[src/rtl/j1_io_pkg.sv]
// Shared definitions for J1 I/O-bus peripherals: register offsets, STATUS bit
// positions and the serial framing state type used by the UART TX/RX engines.
package j1_io_pkg;

  localparam logic [1:0] REG_DATA   = 2'd0;
  localparam logic [1:0] REG_STATUS = 2'd1;
  localparam logic [1:0] REG_DIV    = 2'd2;

  localparam int ST_RX_VALID     = 0;
  localparam int ST_TX_FULL      = 1;
  localparam int ST_TX_IDLE      = 2;
  localparam int ST_RX_OVERRUN   = 3;
  localparam int ST_RX_FRAME_ERR = 4;

  typedef enum logic [1:0] {IDLE, START, DATA, STOP} uart_state_t;

endpackage

[src/rtl/sync_fifo.sv]
// Single-clock show-ahead FIFO; pointers carry one extra wrap bit so full and
// empty are told apart without a separate counter.
module sync_fifo #(
  parameter int WIDTH = 8,
  parameter int DEPTH = 16
) (
  input  logic             clk_i,
  input  logic             rst_n_i,
  input  logic             push_i,
  input  logic [WIDTH-1:0] data_i,
  input  logic             pop_i,
  output logic [WIDTH-1:0] data_o,
  output logic             full_o,
  output logic             empty_o
);
  localparam int AW = $clog2(DEPTH);

  logic [AW:0]      wr_ptr_q, wr_ptr_d, rd_ptr_q, rd_ptr_d;
  logic [WIDTH-1:0] mem_q [DEPTH];
  logic             do_push, do_pop;

  assign empty_o = (wr_ptr_q == rd_ptr_q);
  assign full_o  = (wr_ptr_q[AW] != rd_ptr_q[AW]) && (wr_ptr_q[AW-1:0] == rd_ptr_q[AW-1:0]);
  assign do_pop  = pop_i && !empty_o;
  // A pop in the same cycle frees the slot, so a push into a full FIFO is kept.
  assign do_push = push_i && (!full_o || do_pop);
  assign data_o  = mem_q[rd_ptr_q[AW-1:0]];

  assign wr_ptr_d = wr_ptr_q + {{AW{1'b0}}, do_push};
  assign rd_ptr_d = rd_ptr_q + {{AW{1'b0}}, do_pop};

  always_ff @(posedge clk_i or negedge rst_n_i) begin
    if (!rst_n_i) begin
      wr_ptr_q <= '0;
      rd_ptr_q <= '0;
    end else begin
      wr_ptr_q <= wr_ptr_d;
      rd_ptr_q <= rd_ptr_d;
    end
  end

  always_ff @(posedge clk_i) begin
    if (do_push) mem_q[wr_ptr_q[AW-1:0]] <= data_i;
  end

endmodule

[src/rtl/j1_uart.sv]
// Memory-mapped 8N1 UART for the J1 I/O bus: buffered transmitter, single-byte
// receive holding register with sticky error flags, zero-latency reads.
module j1_uart
  import j1_io_pkg::*;
#(
  parameter logic [15:0] BASE_ADDR   = 16'h4000,
  parameter int          TX_DEPTH    = 16,
  parameter logic [15:0] DEFAULT_DIV = 16'd434
) (
  input  logic        sys_clk_i,
  input  logic        sys_rst_n_i,
  input  logic        io_rd,
  input  logic        io_wr,
  input  logic [15:0] io_addr,
  input  logic [15:0] io_dout,
  output logic [15:0] io_din,
  input  logic        uart_rxd_i,
  output logic        uart_txd_o,
  output logic        rx_irq_o
);
  logic        sel, rd_data, rd_status, wr_data, wr_div;
  logic        unused_addr_bit;
  logic [15:0] div_q, div_d;

  logic        fifo_full, fifo_empty, tx_pop, tx_load;
  logic [7:0]  fifo_data;
  uart_state_t tx_state_q, tx_state_d;
  logic [15:0] tx_cnt_q, tx_cnt_d, tx_div_q, tx_div_d;
  logic [2:0]  tx_bit_q, tx_bit_d;
  logic [7:0]  tx_shift_q, tx_shift_d;
  logic        txd_q, txd_d;

  logic        rx_s1_q, rx_s2_q, rx_s3_q;
  uart_state_t rx_state_q, rx_state_d;
  logic [15:0] rx_cnt_q, rx_cnt_d, rx_div_q, rx_div_d;
  logic [2:0]  rx_bit_q, rx_bit_d;
  logic [7:0]  rx_shift_q, rx_shift_d, rx_data_q, rx_data_d;
  logic        rx_deliver, rx_ferr_set;
  logic        rx_valid_q, rx_valid_d, rx_ovr_q, rx_ovr_d, rx_ferr_q, rx_ferr_d;

  assign unused_addr_bit = io_addr[0];
  assign sel       = (io_addr[15:3] == BASE_ADDR[15:3]);
  assign rd_data   = io_rd && sel && (io_addr[2:1] == REG_DATA);
  assign rd_status = io_rd && sel && (io_addr[2:1] == REG_STATUS);
  assign wr_data   = io_wr && sel && (io_addr[2:1] == REG_DATA);
  assign wr_div    = io_wr && sel && (io_addr[2:1] == REG_DIV);

  sync_fifo #(.WIDTH(8), .DEPTH(TX_DEPTH)) u_tx_fifo (
    .clk_i   (sys_clk_i),
    .rst_n_i (sys_rst_n_i),
    .push_i  (wr_data),
    .data_i  (io_dout[7:0]),
    .pop_i   (tx_pop),
    .data_o  (fifo_data),
    .full_o  (fifo_full),
    .empty_o (fifo_empty)
  );

  always_comb begin
    tx_state_d = tx_state_q;
    tx_cnt_d   = tx_cnt_q;
    tx_div_d   = tx_div_q;
    tx_bit_d   = tx_bit_q;
    tx_shift_d = tx_shift_q;
    txd_d      = txd_q;
    tx_pop     = 1'b0;
    tx_load    = 1'b0;
    case (tx_state_q)
      IDLE:  tx_load = !fifo_empty;
      START: begin
        if (tx_cnt_q == 16'd0) begin
          tx_state_d = DATA;
          tx_cnt_d   = tx_div_q - 16'd1;
          tx_bit_d   = 3'd0;
          txd_d      = tx_shift_q[0];
        end else tx_cnt_d = tx_cnt_q - 16'd1;
      end
      DATA: begin
        if (tx_cnt_q == 16'd0) begin
          tx_cnt_d = tx_div_q - 16'd1;
          if (tx_bit_q == 3'd7) begin
            tx_state_d = STOP;
            txd_d      = 1'b1;
          end else begin
            tx_bit_d   = tx_bit_q + 3'd1;
            tx_shift_d = {1'b0, tx_shift_q[7:1]};
            txd_d      = tx_shift_q[1];
          end
        end else tx_cnt_d = tx_cnt_q - 16'd1;
      end
      STOP: begin
        if (tx_cnt_q == 16'd0) begin
          if (fifo_empty) tx_state_d = IDLE;
          else            tx_load    = 1'b1;
        end else tx_cnt_d = tx_cnt_q - 16'd1;
      end
      default: tx_state_d = IDLE;
    endcase
    // Frame start: divisor is frozen here for the whole frame.
    if (tx_load) begin
      tx_pop     = 1'b1;
      tx_state_d = START;
      tx_shift_d = fifo_data;
      tx_div_d   = div_q;
      tx_cnt_d   = div_q - 16'd1;
      txd_d      = 1'b0;
    end
  end

  // The edge detector needs s3=1, so after a bad stop bit the line must go high first.
  always_comb begin
    rx_state_d  = rx_state_q;
    rx_cnt_d    = rx_cnt_q;
    rx_div_d    = rx_div_q;
    rx_bit_d    = rx_bit_q;
    rx_shift_d  = rx_shift_q;
    rx_deliver  = 1'b0;
    rx_ferr_set = 1'b0;
    case (rx_state_q)
      IDLE: begin
        if (rx_s3_q && !rx_s2_q) begin
          rx_state_d = START;
          rx_div_d   = div_q;
          rx_cnt_d   = {1'b0, div_q[15:1]} - 16'd1;
        end
      end
      START: begin
        if (rx_cnt_q == 16'd0) begin
          rx_state_d = rx_s2_q ? IDLE : DATA;
          rx_cnt_d   = rx_div_q - 16'd1;
          rx_bit_d   = 3'd0;
        end else rx_cnt_d = rx_cnt_q - 16'd1;
      end
      DATA: begin
        if (rx_cnt_q == 16'd0) begin
          rx_shift_d = {rx_s2_q, rx_shift_q[7:1]};
          rx_cnt_d   = rx_div_q - 16'd1;
          if (rx_bit_q == 3'd7) rx_state_d = STOP;
          else                  rx_bit_d   = rx_bit_q + 3'd1;
        end else rx_cnt_d = rx_cnt_q - 16'd1;
      end
      STOP: begin
        if (rx_cnt_q == 16'd0) begin
          rx_state_d  = IDLE;
          rx_deliver  = rx_s2_q;
          rx_ferr_set = !rx_s2_q;
        end else rx_cnt_d = rx_cnt_q - 16'd1;
      end
      default: rx_state_d = IDLE;
    endcase
  end

  // Set beats clear-on-read for every flag and for rx_valid.
  always_comb begin
    rx_data_d  = rx_deliver ? rx_shift_q : rx_data_q;
    rx_valid_d = rx_valid_q;
    if (rd_data)    rx_valid_d = 1'b0;
    if (rx_deliver) rx_valid_d = 1'b1;
    rx_ovr_d = rx_ovr_q;
    if (rd_status) rx_ovr_d = 1'b0;
    if (rx_deliver && rx_valid_q && !rd_data) rx_ovr_d = 1'b1;
    rx_ferr_d = rx_ferr_q;
    if (rd_status)   rx_ferr_d = 1'b0;
    if (rx_ferr_set) rx_ferr_d = 1'b1;
    div_d = div_q;
    if (wr_div) div_d = (io_dout < 16'd2) ? 16'd2 : io_dout;
  end

  always_comb begin
    io_din = 16'h0000;
    if (io_rd && sel) begin
      case (io_addr[2:1])
        REG_DATA:   io_din = {8'h00, rx_data_q};
        REG_STATUS: begin
          io_din[ST_RX_VALID]     = rx_valid_q;
          io_din[ST_TX_FULL]      = fifo_full;
          io_din[ST_TX_IDLE]      = fifo_empty && (tx_state_q == IDLE);
          io_din[ST_RX_OVERRUN]   = rx_ovr_q;
          io_din[ST_RX_FRAME_ERR] = rx_ferr_q;
        end
        REG_DIV:    io_din = div_q;
        default:    io_din = 16'h0000;
      endcase
    end
  end

  always_ff @(posedge sys_clk_i or negedge sys_rst_n_i) begin
    if (!sys_rst_n_i) begin
      div_q      <= DEFAULT_DIV;
      tx_state_q <= IDLE;
      tx_cnt_q   <= '0;
      tx_div_q   <= DEFAULT_DIV;
      tx_bit_q   <= '0;
      tx_shift_q <= '0;
      txd_q      <= 1'b1;
      rx_s1_q    <= 1'b1;
      rx_s2_q    <= 1'b1;
      rx_s3_q    <= 1'b1;
      rx_state_q <= IDLE;
      rx_cnt_q   <= '0;
      rx_div_q   <= DEFAULT_DIV;
      rx_bit_q   <= '0;
      rx_shift_q <= '0;
      rx_data_q  <= '0;
      rx_valid_q <= 1'b0;
      rx_ovr_q   <= 1'b0;
      rx_ferr_q  <= 1'b0;
    end else begin
      div_q      <= div_d;
      tx_state_q <= tx_state_d;
      tx_cnt_q   <= tx_cnt_d;
      tx_div_q   <= tx_div_d;
      tx_bit_q   <= tx_bit_d;
      tx_shift_q <= tx_shift_d;
      txd_q      <= txd_d;
      rx_s1_q    <= uart_rxd_i;
      rx_s2_q    <= rx_s1_q;
      rx_s3_q    <= rx_s2_q;
      rx_state_q <= rx_state_d;
      rx_cnt_q   <= rx_cnt_d;
      rx_div_q   <= rx_div_d;
      rx_bit_q   <= rx_bit_d;
      rx_shift_q <= rx_shift_d;
      rx_data_q  <= rx_data_d;
      rx_valid_q <= rx_valid_d;
      rx_ovr_q   <= rx_ovr_d;
      rx_ferr_q  <= rx_ferr_d;
    end
  end

  assign uart_txd_o = txd_q;
  assign rx_irq_o   = rx_valid_q;

endmodule

[config.mk]
export PLATFORM = sky130hd
export DESIGN_NAME = j1_uart
export DESIGN_NICKNAME = d
export VERILOG_FILES = /design/src/rtl/j1_io_pkg.sv /design/src/rtl/sync_fifo.sv /design/src/rtl/j1_uart.sv
export SDC_FILE = /design/constraint.sdc
export NUM_CORES = 1
export LEC_CHECK = 0
export ABC_AREA = 0
export CAP_MARGIN = 10
export CORE_MARGIN = 8
export CORE_UTILIZATION = 50
export CTS_BUF_LIST = sky130_fd_sc_hd__clkbuf_4 sky130_fd_sc_hd__clkbuf_8 sky130_fd_sc_hd__clkbuf_16
export DETAILED_ROUTE_END_ITERATION = 7
export PLACE_DENSITY = 0.68
export SLEW_MARGIN = 10
export SYNTH_ARGS = -nofsm -noshare
export SYNTH_HDL_FRONTEND = slang
export SYNTH_SLANG_ARGS = --single-unit
[constraint.sdc]
create_clock -name sys_clk_i -period 6.7 [get_ports sys_clk_i]
set_input_delay 1.005 -clock sys_clk_i [delete_from_list [all_inputs] [get_ports sys_clk_i]]
set_output_delay 1.005 -clock sys_clk_i [all_outputs]
set_load 0.005 [all_outputs]
Yosys cells after proc, flatten, opt, wreduce, memory -nomap -nowiden
Memories as Yosys holds them, arrays and structs flattened.
Cells that the tools add are included.
{ "totals": {"regBits": 131, "ramBits": 128, "input_bits": 37, "output_inout_bits": 18, "wordCells": 167, "memories": 1} }
{ "memory_table": {"columns": ["memory", "words", "word_bits", "read_ports", "rd_clocked_by_memory_dff", "wr", "line_no", "rtl"], "rows": [
  ["u_tx_fifo.mem_q", 16, 8, 1, 0, 1, "sync_fifo.sv:19", "logic [WIDTH-1:0] mem_q [DEPTH];"]
]} }
{ "op_classes": {"add_sub_neg": 10, "n_lt_le_gt_ge": 1, "n_eq_ne": 31, "n_mux": 58, "reduce_logical": 45} }
{ "ops": {"columns": ["cell", "count"], "rows": [
  ["16-bit 2-to-1 mux", 8],
  ["16-bit by 1-bit subtractor with 16-bit output (second input constant)", 5],
  ["16-bit case mux with 3 select lines", 1],
  ["16-bit zero test", 2],
  ["8-bit 2-to-1 mux", 4],
  ["16-bit case mux with 2 select lines", 1],
  ["2-bit 2-to-1 mux", 12],
  ["2-bit != test (second input constant)", 11],
  ["11-bit case mux with 2 select lines", 1],
  ["1-bit 2-to-1 mux", 18],
  ["3-bit 2-to-1 mux", 6],
  ["3-bit != test (second input constant)", 6],
  ["16-bit by 2-bit < comparator with 1-bit output (second input constant)", 1],
  ["15-bit by 1-bit subtractor with 16-bit output (second input constant)", 1],
  ["5-bit case mux with 3 select lines", 1],
  ["2-bit nonzero test", 7],
  ["13-bit by 12-bit equality test with 1-bit output (second input constant)", 1],
  ["1-bit logical AND", 13],
  ["3-bit case mux with 2 select lines", 2],
  ["5-bit by 1-bit adder with 5-bit output", 2],
  ["2-bit equality test (second input constant)", 5],
  ["2-bit case mux with 4 select lines", 1],
  ["2-bit AND reduction", 4],
  ["4-bit AND reduction", 2],
  ["17 further kinds", 30]
]} }

Logic depth before layout (Yosys ltp)
{ "depth": {"depth_word": 10, "mapped_depth": 14, "depth_no_buf": 12} }

Hierarchy
Synthesis repeated with hierarchy kept, for this count alone.
{ "hier_totals": {"cells_unflattened": 1129, "hier_area_um2": 13202.7} }
{ "by_module_without_submodules": {"columns": ["mod", "n_inst", "cells_per_inst", "area_per_inst_um2", "seq_area_each_um2"], "rows": [
  ["j1_uart", 1, 832, 7549.7, 3051.7],
  ["sync_fifo", 1, 297, 5652.9, 4093.9]
]} }

Least setup slack after synthesis
Ideal clock, no wire load.
{ "synth_path": {"path_type": "input to output", "startpoint": "in io_addr[10]", "endpoint": "out io_din[10]", "t_arrival_ns": 2.788, "path_slack_ns": 2.907, "path_stages": 6, "cell_sequence": "or4_1 -> or4_1 -> clkbuf_1 -> or2_2 -> nor2_4 -> and2_1"} }
{ "synth_via": {"elab_chain_cells": 3} }
{ "synth_lines": {"columns": ["element", "line_no", "rtl"], "rows": [
  ["from (decl)", "j1_uart.sv:14", "input logic [15:0] io_addr,"],
  ["13-bit by 12-bit equality test with 1-bit output", "j1_uart.sv:42", "assign sel = (io_addr[15:3] == BASE_ADDR[15:3]);"],
  ["1-bit logical AND", "j1_uart.sv:171", "if (io_rd && sel) begin"],
  ["16-bit 2-to-1 mux", "j1_uart.sv:171", null],
  ["to (decl)", "j1_uart.sv:16", "output logic [15:0] io_din,"]
]} }
Every way passes these cells.

Worst setup path in the final report
{ "layout_path": {"startpoint": "in io_addr[10]", "endpoint": "out io_din[11]"} }
Same word-level chain as after synthesis.

==> reports/qor.yml <==
run_status: "completed"
syn_to_layout_area_delta_pct: 12.78
dr_total_vias: 8827
fp.dieArea_um2: 31660
cts_post_setup_buffers_inserted: 0
total_leakage_power_nw: 5.826
synth-edff-count: 128
clock_tree.buffer_depth: 3
fp.dieH_um: 177.9
num-nets-final: 1192
required_ns: 5.69
floorplan.initialDensity: 0.5060
place.port_buffers: 53
ir_worst_vdd_uv: 238.7
finalHoldViolCount: 0
ys.flop_type: "sky130_fd_sc_hd__edfxtp_1"
fin_tns_setup_ns: 0
yosys_warnings: 0
ctsResizeCount: 0
finalSetupViolations: 0
core_area_um2: 25910
grt.total_usage: 0.1952
ant_nets: 0
detailedRoute.firstIterationViolations: 811
timing.max_cap.violations: 0
number_of_global_route_vias_before_repair: 8855
timing_worst_slew_pin_value_ns: 1.177
cts-buffers-inserted: 27
max-slew-margin-rel: 0.2154
postSynthRegisterBits: 259
synth_seq_area_share: 0.5450
ctsRootBufferMaster: "sky130_fd_sc_hd__clkbuf_16"
cts.clk_slew.worst_paths_ns: 0.06
postCtsHoldBufs: 0
drive_above_1_share: 0.1617
finalCritPeriodShare: 0.7194
synth_area_per_cell_um2: 11.99
critical-path-slowest-cell: "sky130_fd_sc_hd__or4_1"
grt_start_max_net_pins: 75
cp-start-kind: "primary input"
path_delay_family: "simple AND/OR/NAND/NOR gates"
final.min_clock_period_ns: 4.820
timing.critical_path.cells: "clkdlybuf4s50_1 > or4_1 > or4_1 > or2_2 > nor2_4 > and2_1 > clkdlybuf4s50_1"
row_count: 59
cts_tree: "yes"
first_pass_grt_wire_length_um: 48640
pin_count: 55
critical_path.max_stage_delay_ns: 0.63
router_iterations_before_antenna_repair: 5
die_w_um: 177.9
worstSetupEndpointType: "output port"
max_freq_mhz: 207.5
globalRouteOverflowTotal: 0
critical_path_buf_inv_count: 2
via_per_inst: 5.944
power.total_mw: 5.042
timing.critical_path.arrival_ns: 3.81
cts_max_level: 1
netlist_area_um2: 13110
tritoncts_num_sinks: 259
n_antenna_cell: 0
synthesis.nets: 1156
cellPowerDensity_nw_per_um2: 341.0
wirelength_um: 30550
drt-wirelength-per-cell_um: 20.57
ys_async_sr_fraction: 0.5058
gp_congestion: 0.8810
postSynthCellCount: 1093
finClkSkew_ns: 0.008970
worstPathMaxFanout: 8
skew_pair_late_insertion_delay_ns: 0.55
drcViolationCount: 0
synthDistinctLibCells: 74
antenna_found_initial: 0
fill_cells: 2080
fin_max_slew_vios: 0
worstHoldPathType: "register to register"
rsz_0062_raised_after_global_routing: "no"
path_class: "primary input to output port"
dp_hpwl_um: 20750
==> final cells by class <==
type | instances | area [um^2] | area share
inverters | 31 | 116.4 | 0.007870
well taps | 335 | 419.2 | 0.02835
flip-flops and latches | 259 | 7147 | 0.4834
clock inverters | 19 | 117.6 | 0.007955
repair buffers | 73 | 681.9 | 0.04612
clock buffers | 31 | 718.2 | 0.04857
multi-input cells | 737 | 5585 | 0.3778
==> layer usage <==
layer  share of wire  vias up  global-route usage
met4           0.028        0             0.05627
met1            0.43     4361              0.2633
met2            0.47      286              0.3197
met5               0        -                   0
li1                -     4136                   -
met3           0.064       44             0.03362
==> per-stage QoR <==
stage / hold slack [ns] / area [um^2] / utilization / setup WS (ns) / std cells
floorplan: 0.3452 / 13110 / - / 2.907 / 1093
global placement: 0.3481 / 13940 / 0.5380 / 1.882 / 1435
detailed placement: 0.3511 / 13940 / 0.5382 / 1.862 / 1435
CTS: 0.3585 / 14780 / 0.5704 / 1.852 / 1485
global route: 0.3599 / 14790 / 0.5706 / 1.718 / 1485
finish: 0.3602 / 14790 / 0.5706 / 1.880 / 1485
==> worst paths after layout <==
check | from | end | slack, ns | cells after the start
max | io_addr[10] | io_din[11] | 1.88 | 7
max reg2reg | tx_cnt_q[3] | u_tx_fifo.mem_q[14][0] | 2.85 | 6
min | rx_s1_q | rx_s2_q | 0.36 | 0
min reg2reg | rx_s1_q | rx_s2_q | 0.36 | 0
max in group asynchronous | sys_rst_n_i | rx_cnt_q[1] | 4.93 | 2
min in group asynchronous | sys_rst_n_i | tx_cnt_q[12] | 0.42 | 1
==> layout by cell type, fill, tap and decap left out, types with 13 or more instances in the layout <==
master / synthesis / layout
sky130_fd_sc_hd__edfxtp_1: 128 / 128
sky130_fd_sc_hd__dfrtp_1: 112 / 111
sky130_fd_sc_hd__nand2_1: 107 / 107
sky130_fd_sc_hd__nor2_1: 68 / 68
sky130_fd_sc_hd__clkdlybuf4s50_1: 0 / 52
sky130_fd_sc_hd__mux2_2: 46 / 46
sky130_fd_sc_hd__xnor2_1: 44 / 44
sky130_fd_sc_hd__a21oi_1: 41 / 41
sky130_fd_sc_hd__nor3_1: 39 / 37
sky130_fd_sc_hd__xor2_1: 35 / 35
sky130_fd_sc_hd__o21ai_0: 35 / 35
sky130_fd_sc_hd__mux4_2: 33 / 33
sky130_fd_sc_hd__mux2i_1: 31 / 31
sky130_fd_sc_hd__inv_1: 30 / 30
sky130_fd_sc_hd__clkbuf_16: 0 / 27
sky130_fd_sc_hd__ha_1: 26 / 26
sky130_fd_sc_hd__nor4_1: 21 / 20
sky130_fd_sc_hd__nand3_1: 20 / 20
sky130_fd_sc_hd__buf_4: 3 / 20
sky130_fd_sc_hd__dfstp_2: 19 / 19
sky130_fd_sc_hd__a22o_1: 15 / 15
sky130_fd_sc_hd__or4_1: 13 / 13
==> synthesized netlist by cell type (4+ instances only) <==
cell | instances | area share
sky130_fd_sc_hd__a211o_1 | 6 | 0.0040
sky130_fd_sc_hd__a211oi_1 | 11 | 0.0063
sky130_fd_sc_hd__a21oi_1 | 41 | 0.016
sky130_fd_sc_hd__a22o_1 | 15 | 0.010
sky130_fd_sc_hd__a22oi_1 | 8 | 0.0046
sky130_fd_sc_hd__a31oi_1 | 8 | 0.0038
sky130_fd_sc_hd__and2_1 | 11 | 0.0052
sky130_fd_sc_hd__and3_1 | 4 | 0.0019
sky130_fd_sc_hd__buf_2 | 10 | 0.0038
sky130_fd_sc_hd__clkbuf_1 | 50 | 0.014
sky130_fd_sc_hd__dfrtp_1 | 112 | 0.21
sky130_fd_sc_hd__dfstp_2 | 19 | 0.038
sky130_fd_sc_hd__edfxtp_1 | 128 | 0.29
sky130_fd_sc_hd__ha_1 | 26 | 0.025
sky130_fd_sc_hd__inv_1 | 30 | 0.0086
sky130_fd_sc_hd__mux2_2 | 46 | 0.040
sky130_fd_sc_hd__mux2i_1 | 31 | 0.024
sky130_fd_sc_hd__mux4_2 | 33 | 0.057
sky130_fd_sc_hd__nand2_1 | 107 | 0.031
sky130_fd_sc_hd__nand2b_1 | 7 | 0.0033
sky130_fd_sc_hd__nand3_1 | 20 | 0.0076
sky130_fd_sc_hd__nand4_1 | 8 | 0.0038
sky130_fd_sc_hd__nand4b_1 | 5 | 0.0033
sky130_fd_sc_hd__nor2_1 | 68 | 0.019
sky130_fd_sc_hd__nor2b_1 | 11 | 0.0052
sky130_fd_sc_hd__nor3_1 | 39 | 0.015
sky130_fd_sc_hd__nor4_1 | 21 | 0.010
sky130_fd_sc_hd__nor4b_1 | 4 | 0.0027
sky130_fd_sc_hd__o211ai_1 | 4 | 0.0023
sky130_fd_sc_hd__o21ai_0 | 35 | 0.013
sky130_fd_sc_hd__o221ai_1 | 6 | 0.0040
sky130_fd_sc_hd__o22ai_1 | 7 | 0.0033
sky130_fd_sc_hd__or3_1 | 8 | 0.0038
sky130_fd_sc_hd__or4_1 | 13 | 0.0074
sky130_fd_sc_hd__xnor2_1 | 44 | 0.029
sky130_fd_sc_hd__xor2_1 | 35 | 0.023
==> kinds of logic after synthesis <==
logic type,Yosys count,share of synthesized area
simple gates,353,0.1408
xor+xnor,79,0.05278
compound gates,169,0.08657
fa+ha+maj,26,0.02481
buf+inv,97,0.03016
mux,110,0.1199
flops,259,0.5450
==> report_power, final <==
group / total (mW) / internal [mW] / leakage, nW / switching, mW
sequential: 1.99 / 1.82 / 2.84 / 0.172
combinational: 1.65 / 0.725 / 2.58 / 0.926
clock: 1.40 / 0.774 / 0.414 / 0.626
==> flip-flops by register name, summed over array words and instances (netlist names), named ones only <==
signal,count
u_tx_fifo.mem_q,128
div_q,16
rx_cnt_q,16
rx_div_q,16
tx_cnt_q,16
tx_div_q,16
rx_data_q,8
rx_shift_q,8
tx_shift_q,8
u_tx_fifo.rd_ptr_q,5
u_tx_fifo.wr_ptr_q,5
rx_bit_q,3
tx_bit_q,3
tx_state_q,2
rx_ferr_q,1
rx_irq_o,1
rx_ovr_q,1
rx_s1_q,1
rx_s2_q,1
rx_s3_q,1
rx_state_q,1
uart_txd_o,1
Power figures use the tool's default switching activity.
